===== src/rtl/target_ibi_sched_pkg.sv =====
// Shared encodings for the target-side IBI scheduler: FSM attempt results and completion status.
package target_ibi_sched_pkg;

  localparam int unsigned AddrWidth = 7;
  localparam int unsigned MdbWidth  = 8;

  typedef enum logic [1:0] {
    ResAck     = 2'b00,
    ResNack    = 2'b01,
    ResArbLost = 2'b10,
    ResRsvd    = 2'b11
  } ibi_result_e;

  typedef enum logic [1:0] {
    StsOk             = 2'b00,
    StsRetryExhausted = 2'b01,
    StsAborted        = 2'b10
  } ibi_status_e;

endpackage


===== src/rtl/target_ibi_sched_if.sv =====
// Request / target-FSM / status handshake bundle of the IBI scheduler.
interface target_ibi_sched_if
  import target_ibi_sched_pkg::*;
#(
  parameter int unsigned RetryWidth = 3
) ();

  logic                  req_valid;
  logic [MdbWidth-1:0]   req_mdb;
  logic                  req_ready;
  logic                  ibi_start;
  logic [AddrWidth-1:0]  ibi_addr;
  logic [MdbWidth-1:0]   ibi_mdb;
  logic                  fsm_done;
  ibi_result_e           fsm_result;
  logic                  status_valid;
  ibi_status_e           status;
  logic [RetryWidth-1:0] retry_cnt;
  logic                  busy;

  // Scheduler side.
  modport slave (
    input  req_valid, req_mdb, fsm_done, fsm_result,
    output req_ready, ibi_start, ibi_addr, ibi_mdb, status_valid, status, retry_cnt, busy
  );

  // TTI queue / target FSM / status consumer side.
  modport master (
    output req_valid, req_mdb, fsm_done, fsm_result,
    input  req_ready, ibi_start, ibi_addr, ibi_mdb, status_valid, status, retry_cnt, busy
  );

endinterface


===== src/rtl/target_ibi_sched.sv =====
// Schedules one in-band interrupt: waits for bus-available, fires the target FSM and retries on
// NACK / lost arbitration until ACK, retry exhaustion or disable.
module target_ibi_sched
  import target_ibi_sched_pkg::*;
#(
  parameter int unsigned RetryWidth = 3
) (
  input  logic                  clk_i,
  input  logic                  rst_ni,
  input  logic                  ibi_enable_i,
  input  logic [RetryWidth-1:0] ibi_retry_num_i,
  input  logic [AddrWidth-1:0]  ibi_addr_i,
  input  logic                  ibi_addr_valid_i,
  input  logic                  bus_available_i,
  target_ibi_sched_if.slave     ibi
);

  typedef enum logic [2:0] {
    StIdle,
    StWaitBus,
    StRequest,
    StWaitResult,
    StReport
  } state_e;

  state_e                state_q, state_d;
  logic [RetryWidth-1:0] cnt_q, cnt_d;
  logic [RetryWidth-1:0] limit_q, limit_d;
  logic [AddrWidth-1:0]  addr_q, addr_d;
  logic [MdbWidth-1:0]   mdb_q, mdb_d;
  ibi_status_e           status_q, status_d;
  logic                  req_ready;

  always_ff @(posedge clk_i or negedge rst_ni) begin
    if (!rst_ni) begin
      state_q  <= StIdle;
      cnt_q    <= '0;
      limit_q  <= '0;
      addr_q   <= '0;
      mdb_q    <= '0;
      status_q <= StsOk;
    end else begin
      state_q  <= state_d;
      cnt_q    <= cnt_d;
      limit_q  <= limit_d;
      addr_q   <= addr_d;
      mdb_q    <= mdb_d;
      status_q <= status_d;
    end
  end

  always_comb begin
    state_d  = state_q;
    cnt_d    = cnt_q;
    limit_d  = limit_q;
    addr_d   = addr_q;
    mdb_d    = mdb_q;
    status_d = status_q;
    // Gated by rst_ni so the handshake output is also 0 while reset is held.
    req_ready = rst_ni && (state_q == StIdle) && ibi_enable_i && ibi_addr_valid_i;

    unique case (state_q)
      StIdle: begin
        if (req_ready && ibi.req_valid) begin
          addr_d  = ibi_addr_i;
          mdb_d   = ibi.req_mdb;
          limit_d = ibi_retry_num_i;
          cnt_d   = '0;
          state_d = StWaitBus;
        end
      end
      StWaitBus: begin
        if (!ibi_enable_i) begin
          status_d = StsAborted;
          state_d  = StReport;
        end else if (bus_available_i) begin
          state_d = StRequest;
        end
      end
      StRequest: state_d = StWaitResult;
      StWaitResult: begin
        // Enable is deliberately not looked at here: an attempt on the bus must finish first.
        if (ibi.fsm_done) begin
          case (ibi.fsm_result)
            ResAck: begin
              status_d = StsOk;
              state_d  = StReport;
            end
            ResArbLost: state_d = StWaitBus;
            default: begin
              if (cnt_q < limit_q) begin
                cnt_d   = cnt_q + RetryWidth'(1);
                state_d = StWaitBus;
              end else begin
                status_d = StsRetryExhausted;
                state_d  = StReport;
              end
            end
          endcase
        end
      end
      StReport: state_d = StIdle;
      default:  state_d = StIdle;
    endcase
  end

  assign ibi.req_ready    = req_ready;
  assign ibi.ibi_start    = (state_q == StRequest);
  assign ibi.ibi_addr     = addr_q;
  assign ibi.ibi_mdb      = mdb_q;
  assign ibi.status_valid = (state_q == StReport);
  assign ibi.status       = status_q;
  assign ibi.retry_cnt    = cnt_q;
  assign ibi.busy         = (state_q != StIdle);

endmodule


===== src/flat_wrapper.sv =====
// flat-port wrapper written by rule: the top's interface ports become plain ports
module target_ibi_sched_flat import target_ibi_sched_pkg::*;
#(
  parameter int unsigned RetryWidth = 3
)
  (clk_i, rst_ni, ibi_enable_i, ibi_retry_num_i, ibi_addr_i, ibi_addr_valid_i, bus_available_i, ibi_req_valid, ibi_req_mdb, ibi_fsm_done, ibi_fsm_result, ibi_req_ready, ibi_ibi_start, ibi_ibi_addr, ibi_ibi_mdb, ibi_status_valid, ibi_status, ibi_retry_cnt, ibi_busy);
  target_ibi_sched_if #(.RetryWidth(RetryWidth)) ibi_i ();
  input  logic clk_i;
  input  logic rst_ni;
  input  logic ibi_enable_i;
  input  logic [RetryWidth-1:0] ibi_retry_num_i;
  input  logic [AddrWidth-1:0] ibi_addr_i;
  input  logic ibi_addr_valid_i;
  input  logic bus_available_i;
  input wire logic [$bits(ibi_i.req_valid)-1:0] ibi_req_valid;
  input wire logic [$bits(ibi_i.req_mdb)-1:0] ibi_req_mdb;
  input wire logic [$bits(ibi_i.fsm_done)-1:0] ibi_fsm_done;
  input wire logic [$bits(ibi_i.fsm_result)-1:0] ibi_fsm_result;
  output wire logic [$bits(ibi_i.req_ready)-1:0] ibi_req_ready;
  output wire logic [$bits(ibi_i.ibi_start)-1:0] ibi_ibi_start;
  output wire logic [$bits(ibi_i.ibi_addr)-1:0] ibi_ibi_addr;
  output wire logic [$bits(ibi_i.ibi_mdb)-1:0] ibi_ibi_mdb;
  output wire logic [$bits(ibi_i.status_valid)-1:0] ibi_status_valid;
  output wire logic [$bits(ibi_i.status)-1:0] ibi_status;
  output wire logic [$bits(ibi_i.retry_cnt)-1:0] ibi_retry_cnt;
  output wire logic [$bits(ibi_i.busy)-1:0] ibi_busy;
  assign ibi_i.req_valid = ibi_req_valid;
  assign ibi_i.req_mdb = ibi_req_mdb;
  assign ibi_i.fsm_done = ibi_fsm_done;
  assign ibi_i.fsm_result = ibi_fsm_result;
  assign ibi_req_ready = ibi_i.req_ready;
  assign ibi_ibi_start = ibi_i.ibi_start;
  assign ibi_ibi_addr = ibi_i.ibi_addr;
  assign ibi_ibi_mdb = ibi_i.ibi_mdb;
  assign ibi_status_valid = ibi_i.status_valid;
  assign ibi_status = ibi_i.status;
  assign ibi_retry_cnt = ibi_i.retry_cnt;
  assign ibi_busy = ibi_i.busy;
  target_ibi_sched #(.RetryWidth(RetryWidth)) u_core (.clk_i(clk_i), .rst_ni(rst_ni), .ibi_enable_i(ibi_enable_i), .ibi_retry_num_i(ibi_retry_num_i), .ibi_addr_i(ibi_addr_i), .ibi_addr_valid_i(ibi_addr_valid_i), .bus_available_i(bus_available_i), .ibi(ibi_i));
endmodule

===== config.mk =====
export PLATFORM = sky130hd
export DESIGN_NAME = target_ibi_sched_flat
export DESIGN_NICKNAME = d
export VERILOG_FILES = /design/src/rtl/target_ibi_sched_pkg.sv /design/src/rtl/target_ibi_sched_if.sv /design/src/rtl/target_ibi_sched.sv /design/src/flat_wrapper.sv
export SDC_FILE = /design/constraint.sdc
export NUM_CORES = 1
export LEC_CHECK = 0
export ABC_AREA = 1
export CORE_MARGIN = 1
export CORE_UTILIZATION = 46
export CTS_BUF_LIST = sky130_fd_sc_hd__clkbuf_16
export DETAILED_ROUTE_END_ITERATION = 10
export PLACE_DENSITY_LB_ADDON = 0.1
export SYNTH_ARGS = -nofsm -noshare
export SYNTH_HDL_FRONTEND = slang
export SYNTH_SLANG_ARGS = --single-unit

===== constraint.sdc =====
create_clock -name clk_i -period 2.67 [get_ports clk_i]
set_input_delay 0.801 -clock clk_i [delete_from_list [all_inputs] [get_ports clk_i]]
set_output_delay 0.801 -clock clk_i [all_outputs]
set_load 0.005 [all_outputs]

* Yosys cells after proc, flatten, opt, wreduce, memory -nomap -nowiden *
Index checks and enable logic that the tools add are counted.

word-level totals
  bits in registers = 26
  input port bits = 27
  output and inout bits = 24
  logic and storage cells = 52

operators by class
  add/sub/neg operators = 1
  order comparisons = 1
  eq/ne operators = 13
  muxes and demuxes = 17
  reductions and logical operators = 14

operator list
  cell                 count
  $mux 3               9
  $pmux 3 s2           2
  $pmux 3 s4           1
  $ne 2x2->1 const B   5
  $reduce_and 5->1     2
  $pmux 2 s2           2
  $eq 3x2->1 const B   2
  $mux 2               3
  $ne 3x3->1 const B   2
  $logic_and 1x1->1    4
  $reduce_bool 2->1    2
  $add 3x1->3 const B  1
  $eq 3x1->1 const B   1
  $eq 3x3->1 const B   1
  $logic_not 3->1      1
  $lt 3x3->1           1
  $reduce_and 3->1     1
  $reduce_bool 3->1    1
  $eq 2x2->1 const B   1
  $logic_not 2->1      1
  $ne 2x1->1 const B   1
  $reduce_and 2->1     1
  $reduce_or 2->1      1

* Longest topological paths before layout *
Gate-level depths: netlist of run 1.

  word-level depth = 7
  gate-level depth with buffers = 11

* Worst setup path after synthesis of run 1 *
OpenSTA, ideal clock, no wires.

  path type = in2out
  start point = input port ibi_addr_valid_i
  end point = output port ibi_req_ready
  data arrival time = 1.341 ns
  required time = 1.869 ns
  path slack = 0.528 ns
  stages = 3
  cells stage by stage = nand3_1 -> nor2_8 -> buf_4

between the ends
  cells in the longest elaborated chain, start to end = 1

ends and longest elaborated chain
  element            RTL line                source
  start, declared    flat_wrapper.sv:13      input logic ibi_addr_valid_i;
  $logic_and 1x1->1  target_ibi_sched.sv:60  req_ready = rst_ni && (state_q == StIdle) && ibi_enable_i && ibi_addr_valid_i;
  end, declared      flat_wrapper.sv:19      output wire logic [$bits(ibi_i.req_ready)-1:0] ibi_req_ready;

No other way between the ends.

* Final worst setup path of run 1 *
  start point = input port rst_ni
  end point = output port ibi_req_ready

between the ends
  cells in the longest elaborated chain, start to end = 3

ends and longest elaborated chain
  element                         RTL line                source
  start, declared                 flat_wrapper.sv:9       input logic rst_ni;
  $logic_and 1x1->1 (3 in a row)  target_ibi_sched.sv:60

No other way between the ends.

==> reports/qor.yml, run 1 <==
grt:
  grt_max_degree: 28
  first_global_vias: 1240
  track_usage: 0.209
  antenna_found_initial: 0
  gr-total-overflow: 0
  grt_pass1_wl_um: 5220
clocking:
  clock_sinks: 26
  numCtsBuffers: 3
  post_cts_buffers: 0
  cts_tree: "built"
  htreeDepth: 1
  path_clk_slew_ns: 0.06
  cts_root_buf: "clkbuf_16"
  cts_buffer_depth: 2
  insertion_delay_ns: 0.26
timing:
  slew_headroom: 0.769
  drv_slew: 0
  final_hold_viol_count: 0
  setup_viol: 0
  timing.hold.ws_ns: 0.468
  fmax_ghz: 0.382
  rsz0062_at_grt: "no"
  fin_skew_ns: 0.00678
  tightest_slew_ns: 0.347
  fin_crit_ns: 2.62
  post-route-period-util: 0.980
  layout_setup_ws_ns: 0.0528
setup_path:
  critical_path.max_stage_delay_ns: 0.50
  path_delay_family: "buffers and inverters"
  cp_cell_sequence: "dlygate4sd2_1 -> nand3_4 -> nor2_8 -> clkdlybuf4s50_1"
  end_kind: "output port"
  crit_arrival_ns: 1.82
  crit_path_start_kind: "primary input"
  cp.required_ns: 1.87
  crit_type: "in -> out"
  crit_fanout: 2
  crit_path_top_delay_cell: "clkdlybuf4s50_1"
  worst-path-buf-inv: 2
route:
  wl_per_cell_um: 12.2
  viasPerCell: 5.05
  final_antenna_net_count: 0
  drt_pass1_iterations: 4
  drt_iter0_drc: 36
  wirelength_um: 2940
  num_vias: 1222
  drc: 0
die:
  initial_core_util: 0.481
  core.rowCount: 19
  die_h_um: 55.5
  io_pins: 51
  die_w_um: 55.5
  die-area_sq_um: 3080
  placeableCoreArea_sq_um: 2730
synthesis:
  synth_cells: 159
  avgSynthCellArea_sq_um: 8.27
  async_flop_share: 1.00
  synthDominantCellAreaShare: 0.495
  synth_seq_cells: 26
  yosys_warnings: 0
  synth_ff_type: "dfrtp_1"
  syn-cell-area_sq_um: 1320
  yosys.cell_types.count: 24
  synth_most_common_cell: "nand2_1"
  yosys.area.top_type: "dfrtp_1"
  yosysSeqAreaShare: 0.495
  synth_area_leaders: "dfrtp_1 (49%), nand2_1 (17%), nand3_1 (8.0%)"
  mappedNetlistNets: 189
  synth_edf_count: 0
  synth_commonest_cells: "nand2_1 (59), dfrtp_1 (26), nand3_1 (21)"
final_layout:
  multiInputGateArea_sq_um: 581
  fin_cells: 242
  drive_gt1_frac: 0.0900
  ff_latch_area_sq_um: 651
  finalCoreUtilization: 0.712
  synthToLayoutAreaGrowth_pct: 48.0
  nets: 242
  antennaDiodeCount: 0
  fill_cells: 236
status:
  status: "completed"
place:
  dp_cells: 238
  io_buffers: 50
  gp_congestion: 0.836
  post-place-ws_ns: -0.307
  dp_hpwl_um: 2160
power:
  max-vdd-ir-drop_mv: 0.585
  total_leakage_power_nw: 0.992
  power_density_nw_per_um2: 951
min_path:
  hp-class: "reg -> reg"
flow_run:
  maxCapViolations: 0
[metal layers]
metal  global-route usage  wire length [um]  up-vias  share of wire
met1                0.252              1300      578           0.44
li1                     -                 -      607              -
met2                0.380              1480       35           0.50
met4               0.0750                14        0         0.0048
met3               0.0234               151        2          0.051
met5                    0                 0        -              0
[logic make-up (layout without fill, tap and decap cells)]
kind of cell | count (synthesis) | after routing | share of synthesized area
AO/OA/AOI/OAI | 7 | 7 | 0.0333
adder cells (fa/ha/maj) | 3 | 3 | 0.0285
XOR/XNOR | 1 | 1 | 0.00666
flip-flops | 26 | 26 | 0.495
AND/OR/NAND/NOR | 104 | 104 | 0.363
buffers and inverters | 18 | 70 | 0.0733
[power breakdown]
group | internal, mW | total, mW | switching [mW]
clock network | 0.298 | 0.433 | 0.135
registers | 0.552 | 0.665 | 0.112
logic | 0.407 | 0.754 | 0.346
total | 1.26 | 1.85 | 0.594
[state kept, by name, indices dropped and copies added, names as in the netlist]
register,flops
u_core.ibi.retry_cnt,3
u_core.ibi.ibi_mdb,8
u_core.ibi.ibi_addr,7
u_core.ibi.status,2
u_core.state_q,3
u_core.limit_q,3
[cells in the final DEF (no fill, tap or decap), types with 2 or more instances in the layout]
| master | n |
|---|---|
| a21oi_2 | 2 |
| nor2_1 | 12 |
| nor2_2 | 2 |
| dfrtp_1 | 26 |
| ha_1 | 3 |
| inv_1 | 11 |
| nor3_1 | 2 |
| clkbuf_16 | 3 |
| a21oi_1 | 2 |
| clkdlybuf4s50_1 | 47 |
| nand2_4 | 2 |
| nand3_1 | 20 |
| buf_4 | 4 |
| nand2_1 | 59 |
| nand4_1 | 2 |
| dlygate4sd2_1 | 3 |
[worst min-delay path, cell delays in order (launching register included)]
cell     delay, ns
dfrtp_1       0.34
nand2_1       0.05
nand2_1       0.04
[what timing repair did]
item / in CTS / in global routing
gates resized for setup: 5 / 0
setup endpoints to repair: 1 / 0
hold buffers: 0 / 0
[cell type report]
class                      count  area share
inverter                      12      0.0231
sequential                    26       0.334
tap                           31      0.0199
clock buffer                   3      0.0386
timing repair buffer          54       0.271
clock inverter                 1      0.0154
multi-input combinational    115       0.298
[final timing paths]
path | cells past startpoint | startpoint | slack, ns | end
hold / removal | 2 | u_core.ibi.ibi_mdb[3] | 0.47 | u_core.ibi.ibi_mdb[3]
hold reg to reg | 2 | u_core.ibi.ibi_mdb[3] | 0.47 | u_core.ibi.ibi_mdb[3]
min in group asynchronous | 2 | rst_ni | 0.77 | u_core.ibi.status[0]
setup / recovery | 4 | rst_ni | 0.05 | ibi_req_ready
setup reg to reg | 7 | u_core.ibi.retry_cnt[2] | 1.04 | u_core.ibi.retry_cnt[1]
max in group asynchronous | 2 | rst_ni | 1.64 | u_core.state_q[1]
[metrics by stage]
stage / area (sq um) / setup TNS, ns / total power [mW]
6_report: 1950 / 0 / 1.85
5_1_grt: 1950 / 0 / 1.99
4_1_cts: 1950 / 0 / 1.87
3_5_place_dp: 1830 / -0.307 / 1.42
3_3_place_gp: 1830 / -0.306 / 1.40
2_1_floorplan: 1320 / 0 / 1.03
Note: power is estimated with default switching activity, not from simulation.
==> run 2: changes to the inputs <==
--- a/config.mk
+++ b/config.mk
@@ -5,7 +5,7 @@
 export SDC_FILE = /design/constraint.sdc
 export NUM_CORES = 1
 export LEC_CHECK = 0
-export ABC_AREA = 1
+export ABC_CLOCK_PERIOD_IN_PS = 2670
 export CORE_MARGIN = 1
 export CORE_UTILIZATION = 46
 export CTS_BUF_LIST = sky130_fd_sc_hd__clkbuf_16
==> run 2 against run 1 <==
Net effect: first-iteration DRC count decreased by 64%; synthesized cell count decreased by 36%; count of clock-buffer cells in the layout unchanged; critical path type unchanged; largest cell class unchanged; highest routed layer unchanged.
==> reports/qor.yml, run 2 <==
place:
  dp_hpwl_um: 2050
  dp_cells: 183
  io_buffers: 50
  gp_congestion: 0.770
  post-place-ws_ns: -0.172
die:
  placeableCoreArea_sq_um: 2570
  die-area_sq_um: 3010
  initial_core_util: 0.501
  io_pins: 51
  core.rowCount: 18
  die_w_um: 54.9
  die_h_um: 54.9
route:
  num_vias: 1008
  wl_met1_um: 1180
  drt_iter0_drc: 13
  final_antenna_net_count: 0
  wl_met2_um: 1470
  drt_pass1_iterations: 4
  dr_wl_met3_um: 138
  top_layer_used: "met4"
  drc: 0
  viasPerCell: 5.39
  wirelength_um: 2850
  wl_per_cell_um: 15.2
final_layout:
  finalCoreUtilization: 0.741
  nets: 188
  final_cell_mix: "clkdlybuf4s50_1 (48), dfrtp_1 (26), mux2_4 (10)"
  fin_cells: 187
  drive_gt1_frac: 0.210
  synthToLayoutAreaGrowth_pct: 48.0
  antennaDiodeCount: 0
  layout_commonest_cell: "clkdlybuf4s50_1"
  largest_reg_flops: 8
  fill_cells: 193
timing:
  layout_setup_ws_ns: 0.130
  drv_slew: 0
  timing.hold.ws_ns: 0.510
  rsz0062_at_grt: "no"
  fin_crit_ns: 2.54
  fin_skew_ns: 0.00283
  fmax_ghz: 0.394
  slew_headroom: 0.722
  post-route-period-util: 0.951
  tightest_slew_ns: 0.416
  setup_viol: 0
  final_hold_viol_count: 0
grt:
  antenna_found_initial: 0
  track_usage: 0.216
  grt_pass1_wl_um: 4450
  grt_max_degree: 28
  gr-total-overflow: 0
  first_global_vias: 975
clocking:
  cts_root_buf: "clkbuf_16"
  ctsHoldBuffers: 0
  numCtsBuffers: 3
  cts_buffer_depth: 2
  insertion_delay_ns: 0.26
  clock_sinks: 26
  htreeDepth: 1
  path_clk_slew_ns: 0.06
  cts_tree: "built"
synthesis:
  synth_ff_type: "dfrtp_1"
  yosys_warnings: 0
  synthDominantCellAreaShare: 0.506
  synth_cells: 102
  synth_commonest_cells: "dfrtp_1 (26), mux2_4 (10), mux2_2 (8)"
  avgSynthCellArea_sq_um: 12.6
  synth_area_leaders: "dfrtp_1 (51%), mux2_4 (12%), mux2_2 (7.0%)"
  syn-cell-area_sq_um: 1290
  synth_seq_cells: 26
  yosys.area.top_type: "dfrtp_1"
  yosys.cell_types.count: 34
  synth_edf_count: 0
  yosysSeqAreaShare: 0.506
  mappedNetlistNets: 132
  synth_most_common_cell: "dfrtp_1"
  async_flop_share: 1.00
setup_path:
  setup.worst_path.start: "ibi_addr_valid_i"
  crit_fanout: 2
  reg2reg_slack_ns: 0.72
  crit_path_top_delay_cell: "clkdlybuf4s50_1"
  cp_cell_sequence: "clkdlybuf4s50_1 -> nand3_2 -> nor2_4 -> dlygate4sd2_1"
  crit_type: "in -> out"
  crit_arrival_ns: 1.74
  crit_path_start_kind: "primary input"
  critical_path.max_stage_delay_ns: 0.50
  r2r_cells: 6
  worstReg2RegStart: "u_core.ibi.retry_cnt[2]"
  r2r_end: "u_core.ibi.retry_cnt[2]"
  cp.required_ns: 1.87
  end_kind: "output port"
power:
  total_leakage_power_nw: 0.884
  power_mw: 1.86
  power_density_nw_per_um2: 977
  max-vdd-ir-drop_mv: 0.765
min_path:
  holdPathEnd: "u_core.ibi.ibi_mdb[0]"
  min_from: "u_core.ibi.ibi_mdb[0]"
  hold_depth: 1
  hp-class: "reg -> reg"
flow_run:
  maxCapViolations: 0
status:
  status: "completed"
run 2: report_power, final:
part	internal, mW	switching [mW]	leakage, nW
Combinational	0.554	0.293	0.522
Clock	0.200	0.132	0.0385
Sequential	0.563	0.118	0.323
Total	1.32	0.542	0.884
run 2: layout make-up:
type	count	area [sq um]	area share
Clock buffer	3	75.1	0.0394
Clock inverter	1	3.75	0.00197
Inverter	3	11.3	0.00592
Multi-Input combinational cell	69	589	0.310
Sequential cell	26	651	0.342
Tap cell	30	37.5	0.0197
Timing Repair Buffer	55	536	0.281
run 2: stage by stage:
stage	area, sq um	TNS, ns
floorplan	1290	0
global placement	1820	-0.245
detailed placement	1820	-0.319
CTS	1900	0
global route	1900	0
finish	1900	0
run 2: kinds of logic after synthesis:
| group | count (synthesis) | synth area share |
|---|---|---|
| AND/OR/NAND/NOR | 29 | 0.136 |
| flip-flops | 26 | 0.506 |
| multiplexers | 19 | 0.195 |
| AO/OA/AOI/OAI | 18 | 0.0944 |
| buffers and inverters | 7 | 0.0399 |
| adder cells (fa/ha/maj) | 3 | 0.0292 |
run 2: worst max-delay path by stage:
stage,endpoint,depth (start not counted),slack (ns)
2_1_floorplan,ibi_req_ready,2,0.84
3_3_place_gp,ibi_req_ready,4,-0.14
3_5_place_dp,ibi_req_ready,4,-0.17
4_1_cts,ibi_req_ready,4,0.14
5_1_grt,ibi_req_ready,4,0.08
6_report,ibi_req_ready,4,0.13
run 2: layer usage:
layer / global-route usage / up-vias
li1: - / 475
met1: 0.264 / 490
met2: 0.369 / 36
met3: 0.0306 / 7
met4: 0.103 / 0
met5: 0 / -
run 2: worst max-delay path: cells and delay by family:
kind / cells / cell delay (ns)
buffers and inverters: 2 / 0.73
and+or+nand+nor: 2 / 0.20
run 2: repair_timing:
item,4_1_cts,5_1_grt
setup buffers,0,0
setup endpoints to repair,1,0
resized for setup,3,0
==> run 3: changes to the inputs <==
--- a/config.mk
+++ b/config.mk
@@ -11,6 +11,8 @@
 export CTS_BUF_LIST = sky130_fd_sc_hd__clkbuf_16
 export DETAILED_ROUTE_END_ITERATION = 10
 export PLACE_DENSITY_LB_ADDON = 0.1
+export SLEW_MARGIN = 20
 export SYNTH_ARGS = -nofsm -noshare
 export SYNTH_HDL_FRONTEND = slang
 export SYNTH_SLANG_ARGS = --single-unit
+export TNS_END_PERCENT = 10
==> results of run 3 <==
Same layout as run 2: the final DEF is identical, and so are final timing and power.
